===== src/rtl/fetch_decode_fsm.sv =====
// fetch_decode_fsm: fetches 16-bit instructions, retires jumps/NOPs/HALT locally
// and hands opcodes 0..8 to an external ALU controller via a start/done handshake.
module fetch_decode_fsm #(
  parameter int PC_W = 8,
  parameter logic [PC_W-1:0] RESET_PC = '0
) (
  input  logic            clk,
  input  logic            reset,
  input  logic            run,
  output logic [PC_W-1:0] memAddr,
  output logic            memRd,
  input  logic            memRdy,
  input  logic [15:0]     memData,
  output logic [3:0]      opCode,
  output logic [3:0]      ri,
  output logic [3:0]      rj,
  output logic [3:0]      imm,
  output logic            ALUstr,
  input  logic            IF,
  output logic            busy,
  output logic            halted,
  output logic [15:0]     retired
);
  typedef enum logic [2:0] {IDLE, FETCH, DECODE, DISPATCH, WAIT_ALU, HALT} state_t;
  state_t state, stateNext;
  logic [PC_W-1:0] pc, pcNext;
  logic [15:0] ir, irNext;
  logic retire;

  always_ff @(posedge clk or negedge reset)
    if (!reset) begin
      state <= IDLE;
      pc <= RESET_PC;
      ir <= '0;
      retired <= '0;
    end else begin
      state <= stateNext;
      pc <= pcNext;
      ir <= irNext;
      retired <= (retire && retired != 16'hFFFF) ? retired + 16'd1 : retired;
    end

  always_comb begin
    stateNext = state;
    pcNext = pc;
    irNext = ir;
    retire = 1'b0;
    case (state)
      IDLE: stateNext = run ? FETCH : IDLE;
      FETCH: begin
        irNext = memRdy ? memData : ir;
        stateNext = memRdy ? DECODE : FETCH;
      end
      DECODE: begin
        retire = ir[15:12] > 4'd8;
        stateNext = ir[15:12] <= 4'd8 ? DISPATCH : ir[15:12] == 4'hF ? HALT : FETCH;
        // HALT keeps the PC pointing at the halt instruction itself
        pcNext = ir[15:12] <= 4'd8 || ir[15:12] == 4'hF ? pc :
                 ir[15:12] == 4'd9 ? PC_W'(ir[7:0]) : pc + PC_W'(1);
      end
      DISPATCH: stateNext = WAIT_ALU;
      WAIT_ALU: begin
        retire = IF;
        pcNext = IF ? pc + PC_W'(1) : pc;
        stateNext = IF ? FETCH : WAIT_ALU;
      end
      HALT: stateNext = HALT;
      default: stateNext = IDLE;
    endcase
  end

  assign memAddr = pc;
  assign memRd = state == FETCH;
  assign ALUstr = state == DISPATCH;
  assign busy = state != IDLE && state != HALT;
  assign halted = state == HALT;
  assign {opCode, ri, rj, imm} = ir;
endmodule


===== config.mk =====
export PLATFORM = sky130hd
export DESIGN_NAME = fetch_decode_fsm
export DESIGN_NICKNAME = d
export VERILOG_FILES = /design/src/rtl/fetch_decode_fsm.sv
export SDC_FILE = /design/constraint.sdc
export NUM_CORES = 1
export LEC_CHECK = 0
export ABC_AREA = 1
export CORE_ASPECT_RATIO = 0.75
export CORE_UTILIZATION = 48
export CTS_CLUSTER_SIZE = 8
export DETAILED_ROUTE_END_ITERATION = 10
export HOLD_SLACK_MARGIN = 0.03
export PLACE_DENSITY_LB_ADDON = 0.25
export SETUP_SLACK_MARGIN = 0.1
export SKIP_CTS_REPAIR_TIMING = 1
export SLEW_MARGIN = 40
export SYNTH_ARGS = -nofsm -noshare
export SYNTH_HDL_FRONTEND = slang
export SYNTH_SLANG_ARGS = --single-unit

===== constraint.sdc =====
create_clock -name clk -period 1.8 [get_ports clk]
set_input_delay 0.36 -clock clk [delete_from_list [all_inputs] [get_ports clk]]
set_output_delay 0.36 -clock clk [all_outputs]
set_load 0.1 [all_outputs]

---- After elaboration in Yosys (flattened, before gate mapping) ----
Index checks and enable logic that the tools add are counted.
storage, ports and cells
  flip-flop bits (word level) ............. 43
  logic and storage cells ................. 38
operators by class
  add/sub/neg operators ................... 2
  order comparisons ....................... 2
  eq/ne operators ......................... 11
  muxes and demuxes ....................... 11
  reductions and logical operators ........ 8
operators by type and width
  kind                     count
  $mux W8                  3
  $pmux W3 S6              1
  $add A16 B1 Y16 const B  1
  $ne A16 B16 Y1 const B   1
  $pmux W8 S2              1
  $mux W3                  3
  $add A8 B1 Y8 const B    1
  $eq A4 B4 Y1 const B     2
  $eq A3 B2 Y1 const B     2
  $eq A3 B3 Y1 const B     2
  $gt A4 B4 Y1 const B     1
  $le A4 B4 Y1 const B     1
  $ne A2 B2 Y1 const B     2
  $eq A3 B1 Y1 const B     1
  $logic_not A3 Y1         1
  $ne A3 B3 Y1 const B     1
  $reduce_and A3 Y1        1
  $reduce_bool A3 Y1       1
  $logic_and A1 B1 Y1      2
  $mux W2                  1
  $pmux W1 S2              1
  $reduce_and A2 Y1        1
  $reduce_bool A2 Y1       1
  $logic_or A1 B1 Y1       1
  $mux W1                  1

---- Logic depth before layout (Yosys ltp) ----
  word-level depth ........................ 4
  depth in mapped cells ................... 9

---- Worst setup path after synthesis ----
OpenSTA, ideal clock, no wires.
  kind .................................... register to output
  start ................................... register state[0]
  end ..................................... output port busy
  data arrival time ....................... 2.567 ns
  slack ................................... -1.127 ns
  cell stages (with the launch flop) ...... 4
  cells stage by stage .................... dfrtp_1 -> nand3_1 -> inv_1 -> a21oi_1
on the way
  word-level cells in the longest chain between the ends .. 2
  elaborated cells on any way between the ends .. 3
  those cells by class .................... 1 x eq/ne; 2 x reduce/logical
ends and longest elaborated chain
  what                                                       line  source
  start: declaration                                         25    state_t state, stateNext;
  start signal: assignment                                   37    state <= stateNext;
  $ne A3 B3 Y1 / $reduce_bool A3 Y1 (equally long branches)  75    assign busy = state != IDLE && state != HALT;
  $logic_and A1 B1 Y1 *                                      75
  end: declaration                                           20    output logic busy,
Mark *: on every way between the ends. The rest lies on a longest branch, timed or not.

---- Final worst setup path ----
  start ................................... register state[1]
  end ..................................... output port memRd
on the way
  word-level cells in the longest chain between the ends .. 1
ends and longest elaborated chain
  what              line  source
  $eq A3 B1 Y1      73    assign memRd = state == FETCH;
  end: declaration  11    output logic memRd,
No other way between the ends.

==> results by stage <==
Clock tree:
- TritonCTS built the clock tree.
- The register clock-pin slew on the reported worst setup and hold paths is 0.08 ns.
- The clock tree buffer depth is 2.
- The number of buffers added by the clock tree synthesis step is 5.
- The root buffer cell chosen for the clock tree is clkbuf_8.
- In this run the number of H-tree levels came out at 2.
- At the later pin of the worst-skew pair, clock insertion delay measures 0.30 ns.
- The number of clock sinks is 43.

Drt:
- The antenna violation net count after detailed routing is 0.
- The count of TritonRoute iterations in the first routing pass is 5.
- After detailed routing, the average wire length per cell comes to 15.2 um.
- The aggregate routed wire length is 7.08 mm.
- The initial DRC count is 278.
- The number of vias after detailed routing is 2554.
- For this run, design rule violations remaining after detail routing come to 0.
- The per-cell via count in the routed design is 5.49.

Layout:
- At the end of the flow the core is filled with cells to 82.3%.
- The number of filler instances in the final layout is 270.
- The antenna diode count is 0.
- The synthesis-to-layout area growth is 59.2%.
- The number of non-filler instances in the completed layout is 465.
- In the final design database the tool counted 430 nets.
- Cells with a size suffix above 1 make up 26.5% of the layout.

Power and ir drop:
- The maximum vdd drop is 2.05 mV.
- Power spread over the standard cell area amounts to 1960 mW/mm^2.
- The total leakage power is 1.78 nW.

Timing:
- After layout, the worst path uses 93.1% of the clock period.
- The total negative setup slack is 0 ns.
- The count of pins over their slew limit is 0.
- The slew at the pin closest to its max-slew limit is 0.524 ns.
- The worst path in the final design needs a cycle of 1.68 ns, including I/O delays and setup.
- The tightest slew margin relative to the limit is 65.1%.
- The final hold violation count is 0.
- Setup violations remaining at the end of the flow were counted as 0.
- Timing would allow up to 597 MHz.
- Across the routed clock network, the largest skew measured is 0.00496 ns.
- Across all hold checks on the routed design, the worst slack comes to 0.0291 ns.
- Setup repair after global routing could not meet its margin everywhere.

Logic synthesis:
- Of the synthesized area, sequential elements account for 45.0%.
- Yosys printed 0 warnings.
- Averaged over all synthesized cells, the footprint is 7.22 um^2.
- The netlist area before placement is 0.00239 mm^2.
- Counting flops and latches in the post-synthesis netlist gives 43.
- The post-synthesis cell count is 331.
- The number of different library cells in the post-synthesis netlist is 27.
- The synthesized netlist net count is 354.

Floorplanning:
- The I/O pin count is 65.
- The floorplan has 21 rows.
- After floorplanning, the core was sized to cover 0.00462 mm^2.
- The die covers 0.00527 mm^2.
- The initial standard-cell utilization of the core is 51.7%.
- Measured along the y axis, the die boundary spans 63.1 um.
- From left edge to right edge, the die measures 83.5 um.

Worst setup path:
- The data required time of the worst path is 1.44 ns.
- The largest stage delay on the critical path is 0.45 ns.
- The peak fanout along the critical path is 6.
- The signal on the critical path passes through nor2_2, nand2_1, inv_2, buf_12.
- The arrival time of the worst setup path is 1.32 ns.
- The worst setup path is launched from a flop.
- For this design, the slowest cell found on the critical path is dfrtp_2.
- The element type at the critical path end is a primary output.
- The path type of the worst setup path is reg2out.

GRT:
- Global routing used 26.2% of the available tracks across all layers.
- The pin count of the biggest net entering global routing is 24.
- The total overflow left after global routing is 0.
- The via count of the first global-routing pass was 2364.
- The initial antenna violation count is 0.
- The first global-routing pass estimated 11.0 mm of wire.

Outcome:
- The flow ran to the end, and the final reports show no timing, DRC or antenna violations.

Place:
- The HPWL after detailed placement is 4.80 mm.
- The count of placed standard cells including taps is 452.
- The number of port buffers is 64.
- Routability-driven placement finished with a final weighted congestion of 0.872.

Flow run:
- The tool flagged a number of max-cap violations equal to 0.

Min path:
- The class of the worst hold path is in2async.
worst paths after layout:
path / from / end / slack (ns) / cells past startpoint
setup / recovery: state[1]$_DFF_PN0_ / memRd / 0.12 / 4
hold / removal: reset / ir[8]$_DFFE_PN0N_ / 0.03 / 1
setup reg to reg: retired[4]$_DFFE_PN0P_ / retired[4]$_DFFE_PN0P_ / 0.16 / 6
hold reg to reg: ir[10]$_DFFE_PN0N_ / ir[10]$_DFFE_PN0N_ / 0.54 / 2
max in group asynchronous: reset / retired[0]$_DFFE_PN0P_ / 1.25 / 2
min in group clk: ir[10]$_DFFE_PN0N_ / ir[10]$_DFFE_PN0N_ / 0.54 / 2
layout make-up:
| class | count | area [um^2] | area share, % |
|---|---|---|---|
| clock buffers | 8 | 100 | 2.63 |
| multi-input cells | 258 | 1240 | 32.6 |
| well taps | 57 | 71.3 | 1.87 |
| repair buffers | 75 | 1190 | 31.2 |
| flip-flops and latches | 43 | 1110 | 29.3 |
| inverters | 24 | 91.3 | 2.40 |
cell families (layout without fill, tap and decap cells):
group	count (synthesis)	in the layout	synth area share, %
AOI/OAI and AO/OA	16	16	4.29
DFF	43	43	45.0
xor gates and xnor gates	10	10	3.66
adders and majority gates	2	2	1.05
buffers and inverters	30	107	5.50
and+or+nand+nor	230	230	40.5
state kept, by name (all words and copies together), names as in the netlist:
register / count
ir: 16
memAddr: 8
retired: 16
state: 3
metal layers:
metal	global-route usage, %	part of all wire [%]	vias to the layer above
met5	0	0	-
met2	43.0	47	121
met1	34.7	43	1209
met4	8.90	2.3	0
li1	-	-	1200
met3	5.64	7.8	24
worst max-delay path: cells and delay by family, from the launching register on:
| family | cells | cell delay (ns) |
|---|---|---|
| and+or+nand+nor | 2 | 0.25 |
| buffers and inverters | 2 | 0.32 |
| DFF | 1 | 0.45 |
layout by cell type (no fill, tap or decap), types with 5 or more instances in the layout:
cell type / count
nand3_1: 28
o21ai_0: 5
clkdlybuf4s50_1: 19
nand2_1: 151
inv_1: 21
a21oi_1: 5
nor2_1: 29
nand4_1: 6
xnor2_1: 5
clkbuf_8: 7
dfrtp_2: 25
buf_4: 8
xor2_1: 5
dfrtp_1: 16
buf_12: 46
where the power goes:
part           internal (W)  switching, W
clock network      0.000351      0.000339
logic               0.00168       0.00325
registers           0.00131      0.000516
per-stage QoR:
step	worst slack [ns]	cell area (um^2)	power (W)
finish	0.124	3800	0.00744
CTS	0.00700	3730	0.00735
global placement	0.162	3630	0.00655
detailed placement	0.127	3630	0.00665
global route	0.0523	3800	0.00773
floorplan	-0.228	2460	0.00478
synth_stat cells:
| cell type | number | area (um^2) |
|---|---|---|
| nand2_1 | 151 | 567 |
| dfrtp_1 | 43 | 1080 |
| nor2_1 | 31 | 116 |
| nand3_1 | 29 | 145 |
| inv_1 | 23 | 86.3 |
| a21oi_1 | 6 | 30.0 |
| nand4_1 | 6 | 37.5 |
| o21ai_0 | 5 | 25.0 |
| xnor2_1 | 5 | 43.8 |
| xor2_1 | 5 | 43.8 |
| nand3b_1 | 4 | 30.0 |
| buf_2 | 3 | 15.0 |
| nand3_2 | 3 | 30.0 |
| buf_6 | 2 | 22.5 |
| ha_1 | 2 | 25.0 |
| nand2_2 | 2 | 12.5 |
| a21oi_2 | 1 | 8.76 |
| a31oi_1 | 1 | 6.26 |
| clkbuf_1 | 1 | 3.75 |
| clkinv_1 | 1 | 3.75 |
| nor2_2 | 1 | 6.26 |
| nor2_4 | 1 | 11.3 |
| nor3_1 | 1 | 5.00 |
| o2111ai_1 | 1 | 8.76 |
| o211ai_1 | 1 | 7.51 |
| o21ai_4 | 1 | 16.3 |
| or2_2 | 1 | 6.26 |
(Power assumes the default switching activity.)
